<file path="config.mk">
export PLATFORM = sky130hd
export DESIGN_NAME = mac_tx_arbiter_flat
export DESIGN_NICKNAME = d
export VERILOG_FILES = /design/src/rtl/mac_tx_arbiter_if.sv /design/src/rtl/mac_tx_arbiter.sv /design/src/flat_wrapper.sv
export SDC_FILE = /design/constraint.sdc
export NUM_CORES = 1
export LEC_CHECK = 0
export BUFFER_PORTS_ARGS = -buffer_cell sky130_fd_sc_hd__buf_2
export CAP_MARGIN = 20
export CORE_ASPECT_RATIO = 1.2
export CORE_MARGIN = 4
export CORE_UTILIZATION = 41
export DETAILED_ROUTE_END_ITERATION = 8
export PLACE_DENSITY = 0.77
export SETUP_SLACK_MARGIN = 0.5
export SLEW_MARGIN = 10
export SYNTH_ARGS = -nofsm -noshare
export SYNTH_HDL_FRONTEND = slang
export SYNTH_SLANG_ARGS = --single-unit
export TNS_END_PERCENT = 20
</file>
<file path="constraint.sdc">
create_clock -name usr_clk -period 1.9 [get_ports usr_clk]
set_clock_uncertainty 0.1 [all_clocks]
set_input_delay 0.095 -clock usr_clk [delete_from_list [all_inputs] [get_ports usr_clk]]
set_output_delay 0.095 -clock usr_clk [all_outputs]
set_load 0.02 [all_outputs]
</file>
<file path="src/rtl/mac_tx_arbiter_if.sv">
// Bundle of requester-side and MAC raw TX-side signals for mac_tx_arbiter.
// The master modport drives requests, source words and MAC backpressure.
interface mac_tx_arbiter_if #(
    parameter int unsigned N_REQ = 2
);
    logic [N_REQ-1:0]    req;
    logic [N_REQ*32-1:0] src_data;
    logic [N_REQ-1:0]    src_sof;
    logic [N_REQ-1:0]    src_eof;
    logic [N_REQ-1:0]    src_we;
    logic [N_REQ-1:0]    gnt;
    logic [N_REQ-1:0]    src_stop;
    logic [31:0]         tx_raw_data;
    logic                tx_raw_sof;
    logic                tx_raw_we;
    logic                tx_raw_stop;

    modport master (
        output req, src_data, src_sof, src_eof, src_we, tx_raw_stop,
        input  gnt, src_stop, tx_raw_data, tx_raw_sof, tx_raw_we
    );

    modport slave (
        input  req, src_data, src_sof, src_eof, src_we, tx_raw_stop,
        output gnt, src_stop, tx_raw_data, tx_raw_sof, tx_raw_we
    );
endinterface

</file>
<file path="src/rtl/mac_tx_arbiter.sv">
// Round-robin arbiter granting one frame requester at a time onto the MAC raw TX port,
// with an idle watchdog that aborts stalled grants and a mandatory one-cycle gap.
module mac_tx_arbiter #(
    parameter int unsigned N_REQ   = 2,
    parameter int unsigned TIMEOUT = 1024
) (
    input  logic                 usr_clk,
    input  logic                 reset_n,
    mac_tx_arbiter_if.slave      bus,
    output logic                 busy,
    output logic [15:0]          frame_count,
    output logic [7:0]           timeout_count
);
    localparam int unsigned IW = $clog2(N_REQ);

    typedef enum logic [1:0] {
        IDLE  = 2'd0,
        GRANT = 2'd1,
        GAP   = 2'd2
    } state_t;

    state_t           r_state;
    state_t           w_state_nxt;
    logic [N_REQ-1:0] r_gnt;
    logic [N_REQ-1:0] w_gnt_nxt;
    logic [IW-1:0]    r_last;
    logic [IW-1:0]    w_last_nxt;
    logic [15:0]      r_wdog;
    logic [15:0]      r_frame_cnt;
    logic [7:0]       r_tout_cnt;

    logic [IW-1:0]    w_sel_idx;
    logic             w_sel_found;
    logic [31:0]      w_mux_data;
    logic             w_in_grant;
    logic             w_we_g;
    logic             w_sof_g;
    logic             w_eof_g;
    logic             w_acc;
    logic             w_eof_acc;
    logic             w_expire;

    // Two passes give "first requester after last winner" without modulo indexing.
    always_comb begin
        w_sel_found = 1'b0;
        w_sel_idx   = r_last;
        for (int unsigned i = 0; i < N_REQ; i++) begin
            if (!w_sel_found && bus.req[i] && (i > 32'(r_last))) begin
                w_sel_found = 1'b1;
                w_sel_idx   = IW'(i);
            end
        end
        for (int unsigned i = 0; i < N_REQ; i++) begin
            if (!w_sel_found && bus.req[i] && (i <= 32'(r_last))) begin
                w_sel_found = 1'b1;
                w_sel_idx   = IW'(i);
            end
        end
    end

    always_comb begin
        w_mux_data = '0;
        for (int unsigned i = 0; i < N_REQ; i++) begin
            if (r_gnt[i]) begin
                w_mux_data = bus.src_data[i*32 +: 32];
            end
        end
    end

    assign w_in_grant = (r_state == GRANT);
    assign w_we_g     = |(bus.src_we  & r_gnt);
    assign w_sof_g    = |(bus.src_sof & r_gnt);
    assign w_eof_g    = |(bus.src_eof & r_gnt);
    assign w_acc      = w_in_grant & w_we_g & ~bus.tx_raw_stop;
    assign w_eof_acc  = w_acc & w_eof_g;
    assign w_expire   = w_in_grant && (r_wdog == 16'(TIMEOUT - 1));

    always_comb begin
        w_state_nxt = r_state;
        w_gnt_nxt   = r_gnt;
        w_last_nxt  = r_last;
        case (r_state)
            IDLE: begin
                if (w_sel_found) begin
                    w_gnt_nxt   = N_REQ'(1) << w_sel_idx;
                    w_last_nxt  = w_sel_idx;
                    w_state_nxt = GRANT;
                end
            end
            GRANT: begin
                if (w_eof_acc || w_expire) begin
                    w_gnt_nxt   = '0;
                    w_state_nxt = GAP;
                end
            end
            GAP: begin
                w_gnt_nxt   = '0;
                w_state_nxt = IDLE;
            end
            default: begin
                w_gnt_nxt   = '0;
                w_state_nxt = IDLE;
            end
        endcase
    end

    always_ff @(posedge usr_clk or negedge reset_n) begin
        if (!reset_n) begin
            r_state <= IDLE;
            r_gnt   <= '0;
            r_last  <= IW'(N_REQ - 1);
        end else begin
            r_state <= w_state_nxt;
            r_gnt   <= w_gnt_nxt;
            r_last  <= w_last_nxt;
        end
    end

    // Watchdog sits at zero outside GRANT, so GRANT entry always starts from a clean count.
    always_ff @(posedge usr_clk or negedge reset_n) begin
        if (!reset_n) begin
            r_wdog <= '0;
        end else if (w_in_grant && !w_acc) begin
            r_wdog <= r_wdog + 16'd1;
        end else begin
            r_wdog <= '0;
        end
    end

    // eof on the expiry cycle counts as a completed frame, not an abort.
    always_ff @(posedge usr_clk or negedge reset_n) begin
        if (!reset_n) begin
            r_frame_cnt <= '0;
            r_tout_cnt  <= '0;
        end else begin
            if (w_eof_acc) begin
                r_frame_cnt <= r_frame_cnt + 16'd1;
            end
            if (w_expire && !w_eof_acc && (r_tout_cnt != 8'hFF)) begin
                r_tout_cnt <= r_tout_cnt + 8'd1;
            end
        end
    end

    always_comb begin
        bus.gnt         = r_gnt;
        bus.src_stop    = {N_REQ{bus.tx_raw_stop}} | ~r_gnt;
        bus.tx_raw_data = w_in_grant ? w_mux_data : '0;
        bus.tx_raw_sof  = w_in_grant & w_sof_g;
        bus.tx_raw_we   = w_acc;
        busy            = (r_state != IDLE);
        frame_count     = r_frame_cnt;
        timeout_count   = r_tout_cnt;
    end
endmodule

</file>
<file path="src/flat_wrapper.sv">
// flat-port wrapper written by rule: the top's interface ports become plain ports
module mac_tx_arbiter_flat 
#(
    parameter int unsigned N_REQ   = 2,
    parameter int unsigned TIMEOUT = 1024
)
  (usr_clk, reset_n, busy, frame_count, timeout_count, bus_req, bus_src_data, bus_src_sof, bus_src_eof, bus_src_we, bus_tx_raw_stop, bus_gnt, bus_src_stop, bus_tx_raw_data, bus_tx_raw_sof, bus_tx_raw_we);
  mac_tx_arbiter_if #(.N_REQ(N_REQ)) bus_i ();
  input  logic usr_clk;
  input  logic reset_n;
  output logic busy;
  output logic [15:0] frame_count;
  output logic [7:0] timeout_count;
  input wire logic [$bits(bus_i.req)-1:0] bus_req;
  input wire logic [$bits(bus_i.src_data)-1:0] bus_src_data;
  input wire logic [$bits(bus_i.src_sof)-1:0] bus_src_sof;
  input wire logic [$bits(bus_i.src_eof)-1:0] bus_src_eof;
  input wire logic [$bits(bus_i.src_we)-1:0] bus_src_we;
  input wire logic [$bits(bus_i.tx_raw_stop)-1:0] bus_tx_raw_stop;
  output wire logic [$bits(bus_i.gnt)-1:0] bus_gnt;
  output wire logic [$bits(bus_i.src_stop)-1:0] bus_src_stop;
  output wire logic [$bits(bus_i.tx_raw_data)-1:0] bus_tx_raw_data;
  output wire logic [$bits(bus_i.tx_raw_sof)-1:0] bus_tx_raw_sof;
  output wire logic [$bits(bus_i.tx_raw_we)-1:0] bus_tx_raw_we;
  assign bus_i.req = bus_req;
  assign bus_i.src_data = bus_src_data;
  assign bus_i.src_sof = bus_src_sof;
  assign bus_i.src_eof = bus_src_eof;
  assign bus_i.src_we = bus_src_we;
  assign bus_i.tx_raw_stop = bus_tx_raw_stop;
  assign bus_gnt = bus_i.gnt;
  assign bus_src_stop = bus_i.src_stop;
  assign bus_tx_raw_data = bus_i.tx_raw_data;
  assign bus_tx_raw_sof = bus_i.tx_raw_sof;
  assign bus_tx_raw_we = bus_i.tx_raw_we;
  mac_tx_arbiter #(.N_REQ(N_REQ), .TIMEOUT(TIMEOUT)) u_core (.usr_clk(usr_clk), .reset_n(reset_n), .bus(bus_i), .busy(busy), .frame_count(frame_count), .timeout_count(timeout_count));
endmodule
</file>
==> metrics.csv, run 1 <==
metric,value,unit
status,"finished, violations left",
failing checks,negative setup slack,
reg-to-reg critical path endpoint,u_core.timeout_count[1]$_DFFE_PN0P_,
Worst-Skew Late Latency,0.30,ns
Final Max Tran Viols,0,
vias post-DR,2835,
crit start category,register,
Least-Margin Pin Slew,0.705,ns
initial drt markers,74,
Max Cap Viol,0,
"Largest stage delay, worst path",0.54,ns
final setup fails,2,
"commonest non-fill, non-tap cell in the layout",buf_2,
"Net count, final",524,
CTS tree,yes,
Worst Hold Class,in -> reg,
"Core Util, Final",69.6,%
critical path endpoint category,register,
Critical-path top delay cell,or4_4,
crit-path leading delay family,simple AND/OR/NAND/NOR gates,
Leakage,2.11,nW
Pwr Density,1220,nW/um^2
f_max,0.510,GHz
Max clock buf depth,2,
Switching Fraction,41.8,%
Post-Synthesis Cells,281,
first-pass GRT wire length,12300,um
most frequent cells in the layout,"buf_2 (104), nor2_1 (51), buf_4 (51)",
PortBufs,137,
Routed WL,8870,um
routability cong.,0.795,
drt pass-1 iters,4,
Synth Warn #,0,
Initial Utilization,42.6,%
Worst IR Drop VDD,0.653,mV
final worst slack,-0.0618,ns
Worst R2R Start,u_core.r_wdog[12]$_DFF_PN0_,
GRT Residual Overflow,0,
initial antenna violation count,0,
worst-path cell chain,"or4_4, nor3_4, and3b_1, buf_6, nand2_4, mux2_4",
height of the die,95.2,um
clock root cell,clkbuf_8,
worst-path fanout max,8,
Synth Cell Area,2590,um^2
crit path time final,1.96,ns
Routed Antenna Nets,0,
Antenna diodes,0,
I/O pin total,138,
post-synthesis sequential area ratio,43.4,%
vias in the first global route,2684,
sequential share of power,23.4,%
relative slew slack,52.9,%
WL per Instance,16.8,um
syn_nets,359,
hold wc startpoint,bus_tx_raw_stop,
Sum Neg Setup Slack,-0.0727,ns
post-synthesis register bit count,45,
vias per inst,5.36,
Crit Path Class,reg -> reg,
Pint,0.00301,W
layout cells sized above 1,54.6,%
Tot GR Track Use,20.5,%
CTS H-tree lvls,2,
RSZ-0062 raised after global routing,true,
hold endpoint,u_core.frame_count[3]$_DFFE_PN0P_,
Area Growth Syn to Fin,63.4,%
Comb pwr share,62.2,%
Final Cycle Share,103,%
Die ar.,7670,um^2
clock buffer count from CTS,5,
Residual DRC,0,
syn avg cell area,9.23,um^2
count of different cell masters after synthesis,40,
r2r setup slk,-0.06,ns
worst endpoint data arrival time,2.04,ns
WP buf/inv,1,
Hold Path Stages,5,
core area,6090,um^2
clock slew at the register clock pins of the worst setup and hold paths,0.08,ns
dpl ws,-0.0683,ns
row count,31,
Net Sw Power,0.00216,W
Die X-Extent,80.6,um
total clock sinks,45,
Final Hold Fails,0,
hpwl dp,5940,um
DP Area,3510,um^2
Clk pwr share,14.5,%
worst reg2reg path depth,6,
Worst EP required,1.98,ns
largest net degree at the start of global routing,46,
post-layout instance area,4240,um^2
==> tightest hold or removal path: cells and delay by family <==
kind,cells,cell delay (ns)
buf+inv,2,0.33
simple gates,2,0.15
xor+xnor,1,0.06
==> power groups by stage <==
| stage | sequential [W] | clock [W] | combinational [W] |
|---|---|---|---|
| finish | 0.00121 | 0.000747 | 0.00321 |
| global route | 0.00123 | 0.000805 | 0.00341 |
| CTS | 0.00120 | 0.000766 | 0.00278 |
| detailed placement | 0.00120 | 0 | 0.00221 |
| global placement | 0.00120 | 0 | 0.00218 |
| floorplan | 0.00124 | 0 | 0.00138 |
==> cell type report <==
type,count,area (um^2)
sequential,45,1130
tap,82,103
inverter,4,15.0
clock inverter,1,30.0
fill,431,1850
timing repair buffer,172,1190
multi-input combinational,218,1690
clock buffer,7,86.3
==> cell usage after synthesis <==
library cell	number	area share, %
nand2b_1	3	0.72
nand4_1	9	2.2
a211oi_1	2	0.58
a31oi_1	1	0.24
clkbuf_1	12	1.7
o21ai_0	5	0.96
and2_1	3	0.72
dfrtp_1	44	42
a22o_1	1	0.34
nor4_4	1	0.82
inv_1	4	0.58
xor2_1	15	5.1
a22oi_2	1	0.48
nand3_4	1	0.68
ha_1	3	1.4
or4_1	1	0.29
and3_2	1	0.29
and3_1	4	0.96
nand2_4	1	0.43
a41oi_1	1	0.34
nand2_1	12	1.7
nor4_2	2	0.96
mux2_2	1	0.43
and3b_1	1	0.34
mux2_4	1	0.58
xnor2_1	18	6.1
nor3_1	10	1.9
nor2_1	55	8.0
nand4b_1	1	0.34
or3_1	4	0.96
nor2b_1	1	0.24
a22oi_1	33	9.5
nand3_1	16	3.1
nor3_2	1	0.39
dfstp_2	1	1.0
a21oi_1	5	0.96
buf_6	3	1.3
o21bai_1	1	0.29
or2_2	1	0.24
a21o_2	1	0.34
==> stage by stage <==
stage | hold WS (ns) | std cells | total power (W)
final | 0.285 | 529 | 0.00517
after detailed placement | 0.117 | 503 | 0.00341
after floorplan | -0.301 | 281 | 0.00262
after global routing | 0.342 | 529 | 0.00544
after global placement | 0.105 | 503 | 0.00337
after CTS | 0.263 | 521 | 0.00474
==> worst max-delay path by stage <==
stage                                 from  depth (start not counted)                                  end  slack (ns)
6_report       u_core.r_wdog[12]$_DFF_PN0_                          6  u_core.timeout_count[1]$_DFFE_PN0P_       -0.06
5_1_grt        u_core.r_wdog[12]$_DFF_PN0_                          6  u_core.timeout_count[1]$_DFFE_PN0P_       -0.12
4_1_cts        u_core.r_wdog[12]$_DFF_PN0_                          6  u_core.timeout_count[1]$_DFFE_PN0P_       -0.06
3_5_place_dp   u_core.r_wdog[13]$_DFF_PN0_                          6  u_core.timeout_count[1]$_DFFE_PN0P_       -0.07
3_3_place_gp   u_core.r_wdog[13]$_DFF_PN0_                          6  u_core.timeout_count[1]$_DFFE_PN0P_       -0.03
2_1_floorplan  u_core.r_wdog[12]$_DFF_PN0_                          6  u_core.timeout_count[1]$_DFFE_PN0P_       -0.05
==> layer usage <==
layer | up-vias | global-route usage (%) | part of all wire, %
met4 | 0 | 8.17 | 4.3
met1 | 1362 | 21.1 | 36
met5 | - | 0 | 0
met3 | 22 | 4.82 | 8.7
li1 | 1330 | - | -
met2 | 121 | 39.1 | 51
==> state kept, by name (all words and copies together), names as in the netlist <==
signal / cells
u_core.frame_count: 16
u_core.r_wdog: 16
u_core.timeout_count: 8
u_core.bus.gnt: 2
u_core.r_state: 2
u_core.r_last: 1
==> kinds of logic (layout without fill, tap and decap cells) <==
family	count (synthesis)	after routing	synth area share, %
buf+inv	19	184	3.62
fa+ha+maj	3	3	1.45
flops	45	45	43.4
xor+xnor	33	33	11.1
simple gates	128	129	25.3
compound gates	51	51	14.1
mux	2	2	1.01
==> timing repair <==
action | 4_1_cts | 5_1_grt
pin swaps | 12 | 47
gates cloned | 3 | 3
resized for setup | 41 | 65
setup buffers | 4 | 5
hold endpoints to repair | 46 | 0
hold buffers | 3 | 0
endpoints found under the setup margin | 81 | 82
Power figures use the tool's default switching activity.
==> run 2, diff against run 1 <==
Settings changed: CORE_UTILIZATION 41 to 35, PLACE_DENSITY 0.77 to 0.67.
==> metrics.csv, run 2 (synthesis gave the netlist of run 1 again) <==
metric,value,unit,change
Met1 Wirelength,3170,um,was 3200 um
clock root cell,clkbuf_8,,unchanged
Clk pwr share,11.1,%,was 14.5%
Final Hold Fails,0,,unchanged
"Net count, final",540,,was 524
Die ar.,8860,um^2,was 7670 um^2
worst reg2reg path depth,5,,was 6
"Largest stage delay, worst path",0.55,ns,was 0.54 ns
"commonest non-fill, non-tap cell in the layout",buf_2,,unchanged
vias per inst,5.12,,was 5.36
layout cells sized above 1,61.8,%,was 54.6%
routed wl met3,677,um,was 776 um
Die X-Extent,86.6,um,was 80.6 um
Worst-Skew Late Latency,0.30,ns,about the same
dpl ws,-0.0843,ns,was -0.0683 ns
Sum Neg Setup Slack,-0.0930,ns,was -0.0727 ns
Leakage,2.26,nW,was 2.11 nW
Least-Margin Pin Slew,0.577,ns,was 0.705 ns
CTS tree,yes,,unchanged
initial antenna violation count,0,,unchanged
I/O pin total,138,,unchanged
Max Cap Viol,0,,unchanged
crit path time final,1.93,ns,was 1.96 ns
sequential share of power,21.9,%,was 23.4%
clock slew at the register clock pins of the worst setup and hold paths,0.09,ns,was 0.08 ns
worst endpoint data arrival time,2.02,ns,was 2.04 ns
routability cong.,0.736,,was 0.795
Worst IR Drop VDD,1.16,mV,was 0.653 mV
critical path endpoint category,register,,unchanged
most frequent cells in the layout,"buf_2 (100), buf_4 (55), dfrtp_1 (43)",,"was buf_2 (104), nor2_1 (51), buf_4 (51)"
status,"finished, violations left",,unchanged
Residual DRC,0,,unchanged
Pint,0.00310,W,was 0.00301 W
final worst slack,-0.0333,ns,was -0.0618 ns
DP Area,3560,um^2,was 3510 um^2
vias post-DR,2829,,"was 2,835"
RSZ-0062 raised after global routing,true,,unchanged
r2r setup slk,-0.03,ns,was -0.06 ns
relative slew slack,61.4,%,was 52.9%
Pwr Density,1180,nW/um^2,was 1220 nW/um^2
first-pass GRT wire length,13000,um,"was 12,300 um"
drt pass-1 iters,4,,unchanged
Initial Utilization,35.9,%,was 42.6%
core area,7230,um^2,was 6090 um^2
Critical-path top delay cell,or4_4,,unchanged
Max clock buf depth,2,,unchanged
hold slack,0.286,ns,was 0.285 ns
Routed WL,8780,um,was 8870 um
Top Layer Used,met4,,unchanged
GRT Residual Overflow,0,,unchanged
height of the die,102,um,was 95.2 um
Routed Antenna Nets,0,,unchanged
WL met2,4820,um,was 4510 um
Switching Fraction,42.8,%,was 41.8%
Final Max Tran Viols,0,,unchanged
Worst EP required,1.99,ns,was 1.98 ns
vias in the first global route,2767,,"was 2,684"
Worst Hold Class,in -> async,,was in -> reg
total clock sinks,45,,unchanged
hpwl dp,5560,um,was 5940 um
post-layout instance area,4600,um^2,was 4240 um^2
clock buffer count from CTS,5,,unchanged
reg-to-reg critical path endpoint,u_core.timeout_count[1]$_DFFE_PN0P_,,unchanged
Area Growth Syn to Fin,77.1,%,was 63.4%
worst-path fanout max,5,,was 8
Crit Path Class,reg -> reg,,unchanged
CTS H-tree lvls,2,,unchanged
Overall Power,0.00542,W,was 0.00517 W
worst-path cell chain,"or4_4, nor3_4, and3b_2, nand2_4, mux2_4",,"was or4_4, nor3_4, and3b_1, buf_6, nand2_4, mux2_4"
initial drt markers,76,,was 74
PortBufs,137,,unchanged
final setup fails,5,,was 2
WL per Instance,15.9,um,was 16.8 um
Antenna diodes,0,,unchanged
f_max,0.517,GHz,was 0.510 GHz
Net Sw Power,0.00232,W,was 0.00216 W
Final Cycle Share,102,%,was 103%
largest net degree at the start of global routing,46,,unchanged
row count,34,,was 31
Comb pwr share,67.0,%,was 62.2%
failing checks,negative setup slack,,unchanged
crit start category,register,,unchanged
filler instances,573,,was 431
Tot GR Track Use,18.1,%,was 20.5%
Worst R2R Start,u_core.r_wdog[12]$_DFF_PN0_,,unchanged
-- run 2: stage by stage --
step / instances / util [%]
floorplan: 281 / -
global placement: 516 / 49.2
detailed placement: 516 / 49.2
CTS: 543 / 59.9
global route: 553 / 63.6
finish: 553 / 63.6
-- run 2: worst max-delay path: cells and delay by family, from the launching register on --
family / cells / cell delay, ns
and+or+nand+nor: 4 / 1.04
muxes: 1 / 0.30
DFF: 1 / 0.39
-- run 2: cell type report --
type / count / area (um^2) / share of cell area, %
clock buffers: 5 / 68.8 / 1.50
flip-flops and latches: 45 / 1130 / 24.6
clock inverters: 3 / 22.5 / 0.490
well taps: 90 / 113 / 2.45
multi-input cells: 218 / 1870 / 40.7
repair buffers: 188 / 1380 / 29.9
inverters: 4 / 15.0 / 0.327
-- run 2: power groups by stage --
stage | registers [W] | clock network [W] | logic [W]
final | 0.00119 | 0.000602 | 0.00363
after global routing | 0.00120 | 0.000663 | 0.00385
after CTS | 0.00118 | 0.000622 | 0.00334
after detailed placement | 0.00120 | 0 | 0.00224
after global placement | 0.00120 | 0 | 0.00221
after floorplan | 0.00124 | 0 | 0.00138
-- run 2: worst max-delay path by stage --
stage | slack, ns | cells after the start | from | to
floorplan | -0.05 | 6 | u_core.r_wdog[12]$_DFF_PN0_ | u_core.timeout_count[1]$_DFFE_PN0P_
global route | -0.13 | 6 | u_core.r_wdog[12]$_DFF_PN0_ | u_core.timeout_count[6]$_DFFE_PN0P_
global placement | -0.08 | 6 | u_core.r_wdog[12]$_DFF_PN0_ | u_core.timeout_count[6]$_DFFE_PN0P_
detailed placement | -0.08 | 6 | u_core.r_wdog[12]$_DFF_PN0_ | u_core.timeout_count[4]$_DFFE_PN0P_
CTS | -0.02 | 6 | u_core.r_wdog[12]$_DFF_PN0_ | u_core.timeout_count[6]$_DFFE_PN0P_
finish | -0.03 | 5 | u_core.r_wdog[12]$_DFF_PN0_ | u_core.timeout_count[1]$_DFFE_PN0P_
-- run 2: timing repair --
action / CTS / global route
hold buffers: 3 / 0
gates resized for setup: 130 / 36
setup buffers: 13 / 8
setup endpoints to repair: 81 / 82
hold endpoints to repair: 46 / 0
gates cloned: 3 / 2
pin swaps: 113 / 112
-- run 2: per-layer routing --
layer,vias to the layer above,GRT usage (%)
li1,1362,-
met5,-,0
met2,111,34.2
met4,0,4.68
met3,9,3.87
met1,1347,20.6
==> run 3, diff against run 2 <==
Settings changed: PLACE_DENSITY 0.67 to default.
Clock period 1.9 ns to 1.81 ns, I/O delays scaled along.
==> metrics.csv, run 3 (synthesis gave the netlist of run 1 again) <==
metric,value,unit,change
status,"finished, violations left",,unchanged
failing checks,negative setup slack,,unchanged
Max clock buf depth,2,,unchanged
final worst slack,-0.130,ns,was -0.0333 ns
DP Area,3700,um^2,was 3560 um^2
"Net count, final",546,,was 540
"Core Util, Final",60.7,%,was 63.6%
worst-path fanout max,2,,was 5
Antenna diodes,0,,unchanged
Tot GR Track Use,18.2,%,was 18.1%
worst endpoint data arrival time,2.02,ns,about the same
hold wc startpoint,bus_tx_raw_stop,,
Area Growth Syn to Fin,69.2,%,was 77.1%
Worst EP required,1.89,ns,was 1.99 ns
Pwr Density,1230,nW/um^2,was 1180 nW/um^2
hpwl dp,6080,um,was 5560 um
CTS H-tree lvls,2,,unchanged
final setup fails,17,,was 5
CTS tree,yes,,unchanged
height of the die,102,um,unchanged
RSZ-0062 raised after global routing,true,,unchanged
initial antenna violation count,1,,was 0
Residual DRC,0,,unchanged
clock root cell,clkbuf_8,,unchanged
Worst-Skew Late Latency,0.30,ns,about the same
Final Hold Fails,0,,unchanged
routability cong.,0.807,,was 0.736
clock buffer count from CTS,5,,unchanged
Leakage,2.20,nW,was 2.26 nW
relative slew slack,51.1,%,was 61.4%
vias post-DR,2826,,"was 2,829"
total clock sinks,45,,unchanged
vias per inst,5.06,,was 5.12
Sum Neg Setup Slack,-1.13,ns,was -0.0930 ns
crit start category,register,,unchanged
vias in the first global route,2730,,"was 2,767"
Initial Utilization,35.9,%,unchanged
drt pass-1 iters,4,,unchanged
first-pass GRT wire length,13000,um,about the same
Multi-input gate area,1660,um^2,was 1870 um^2
Least-Margin Pin Slew,0.733,ns,was 0.577 ns
I/O pin total,138,,unchanged
core area,7230,um^2,unchanged
Final Cycle Share,107,%,was 102%
Critical Path Source,u_core.r_wdog[12]$_DFF_PN0_,,unchanged
initial drt markers,62,,was 76
critical path endpoint category,register,,unchanged
Worst IR Drop VDD,0.877,mV,was 1.16 mV
Final Max Tran Viols,0,,unchanged
row count,34,,unchanged
Worst R2R Start,u_core.r_wdog[12]$_DFF_PN0_,,unchanged
Die ar.,8860,um^2,unchanged
r2r setup slk,-0.13,ns,was -0.03 ns
Routed WL,8500,um,was 8780 um
filler instances,629,,was 573
Worst Hold Class,in -> reg,,was in -> async
WL per Instance,15.2,um,was 15.9 um
GRT Residual Overflow,0,,unchanged
post-layout instance area,4390,um^2,was 4600 um^2
Register Area,1130,um^2,about the same
Max Cap Viol,0,,unchanged
layout cells sized above 1,56.1,%,was 61.8%
largest net degree at the start of global routing,34,,was 46
Die X-Extent,86.6,um,unchanged
"commonest non-fill, non-tap cell in the layout",buf_2,,unchanged
Crit Path Class,reg -> reg,,unchanged
f_max,0.515,GHz,was 0.517 GHz
most frequent cells in the layout,"buf_2 (105), buf_4 (65), nor2_1 (49)",,"was buf_2 (100), buf_4 (55), dfrtp_1 (43)"
clock slew at the register clock pins of the worst setup and hold paths,0.09,ns,about the same
Routed Antenna Nets,0,,unchanged
PortBufs,137,,unchanged
crit path time final,1.94,ns,was 1.93 ns
==> run 3: metal layers <==
| metal | global-route usage, % | up-vias | wire length (um) |
|---|---|---|---|
| li1 | - | 1375 | - |
| met1 | 21.2 | 1335 | 3180 |
| met2 | 33.6 | 106 | 4480 |
| met3 | 4.44 | 8 | 766 |
| met4 | 4.08 | 2 | 68 |
| met5 | 0 | - | 7 |
==> run 3: stage by stage <==
stage	setup WS [ns]	hold slack [ns]	cells	power [W]
finish	-0.130	0.280	559	0.00540
global route	-0.201	0.278	559	0.00574
CTS	-0.121	0.252	552	0.00522
detailed placement	-0.172	0.0874	529	0.00383
global placement	-0.114	0.0945	529	0.00379
floorplan	-0.137	-0.305	281	0.00284
==> run 3: path summary, 6_finish.rpt <==
| kind | endpoint | cells past startpoint |
|---|---|---|
| hold reg to reg | u_core.frame_count[15]$_DFFE_PN0P_ | 1 |
| setup / recovery | u_core.bus.gnt[0]$_DFFE_PN0P_ | 8 |
| max in group asynchronous | u_core.bus.gnt[0]$_DFFE_PN0P_ | 3 |
| setup reg to reg | u_core.bus.gnt[0]$_DFFE_PN0P_ | 8 |
| min in group asynchronous | u_core.frame_count[15]$_DFFE_PN0P_ | 2 |
| hold / removal | u_core.frame_count[3]$_DFFE_PN0P_ | 5 |
==> run 3: layout make-up <==
class	instances	area share, %
timing repair buffer	194	31.5
multi-input combinational	218	37.8
tap	90	2.56
clock buffer	6	1.65
clock inverter	2	0.342
sequential	45	25.7
inverter	4	0.342
==> run 3: report_power, final <==
group	switching [W]	internal, W	total (W)
clock	0.000341	0.000272	0.000613
combinational	0.00180	0.00174	0.00354
sequential	0.000120	0.00113	0.00125
==> run 3: what timing repair did <==
item / 4_1_cts / 5_1_grt
hold buffers: 3 / 0
pin swaps: 20 / 19
cloned: 2 / 3
buffers inserted: 10 / 4
hold endpoints to repair: 32 / 0
endpoints found under the setup margin: 81 / 84
gates resized for setup: 71 / 25
==> run 3: worst max-delay path, stage by stage, from the launching register on <==
cell	delay, ns
dfrtp_1	0.39
or4_4	0.55
nor3_4	0.14
buf_4	0.14
buf_6	0.09
buf_6	0.08
buf_6	0.08
a211oi_2	0.06
a22o_1	0.20
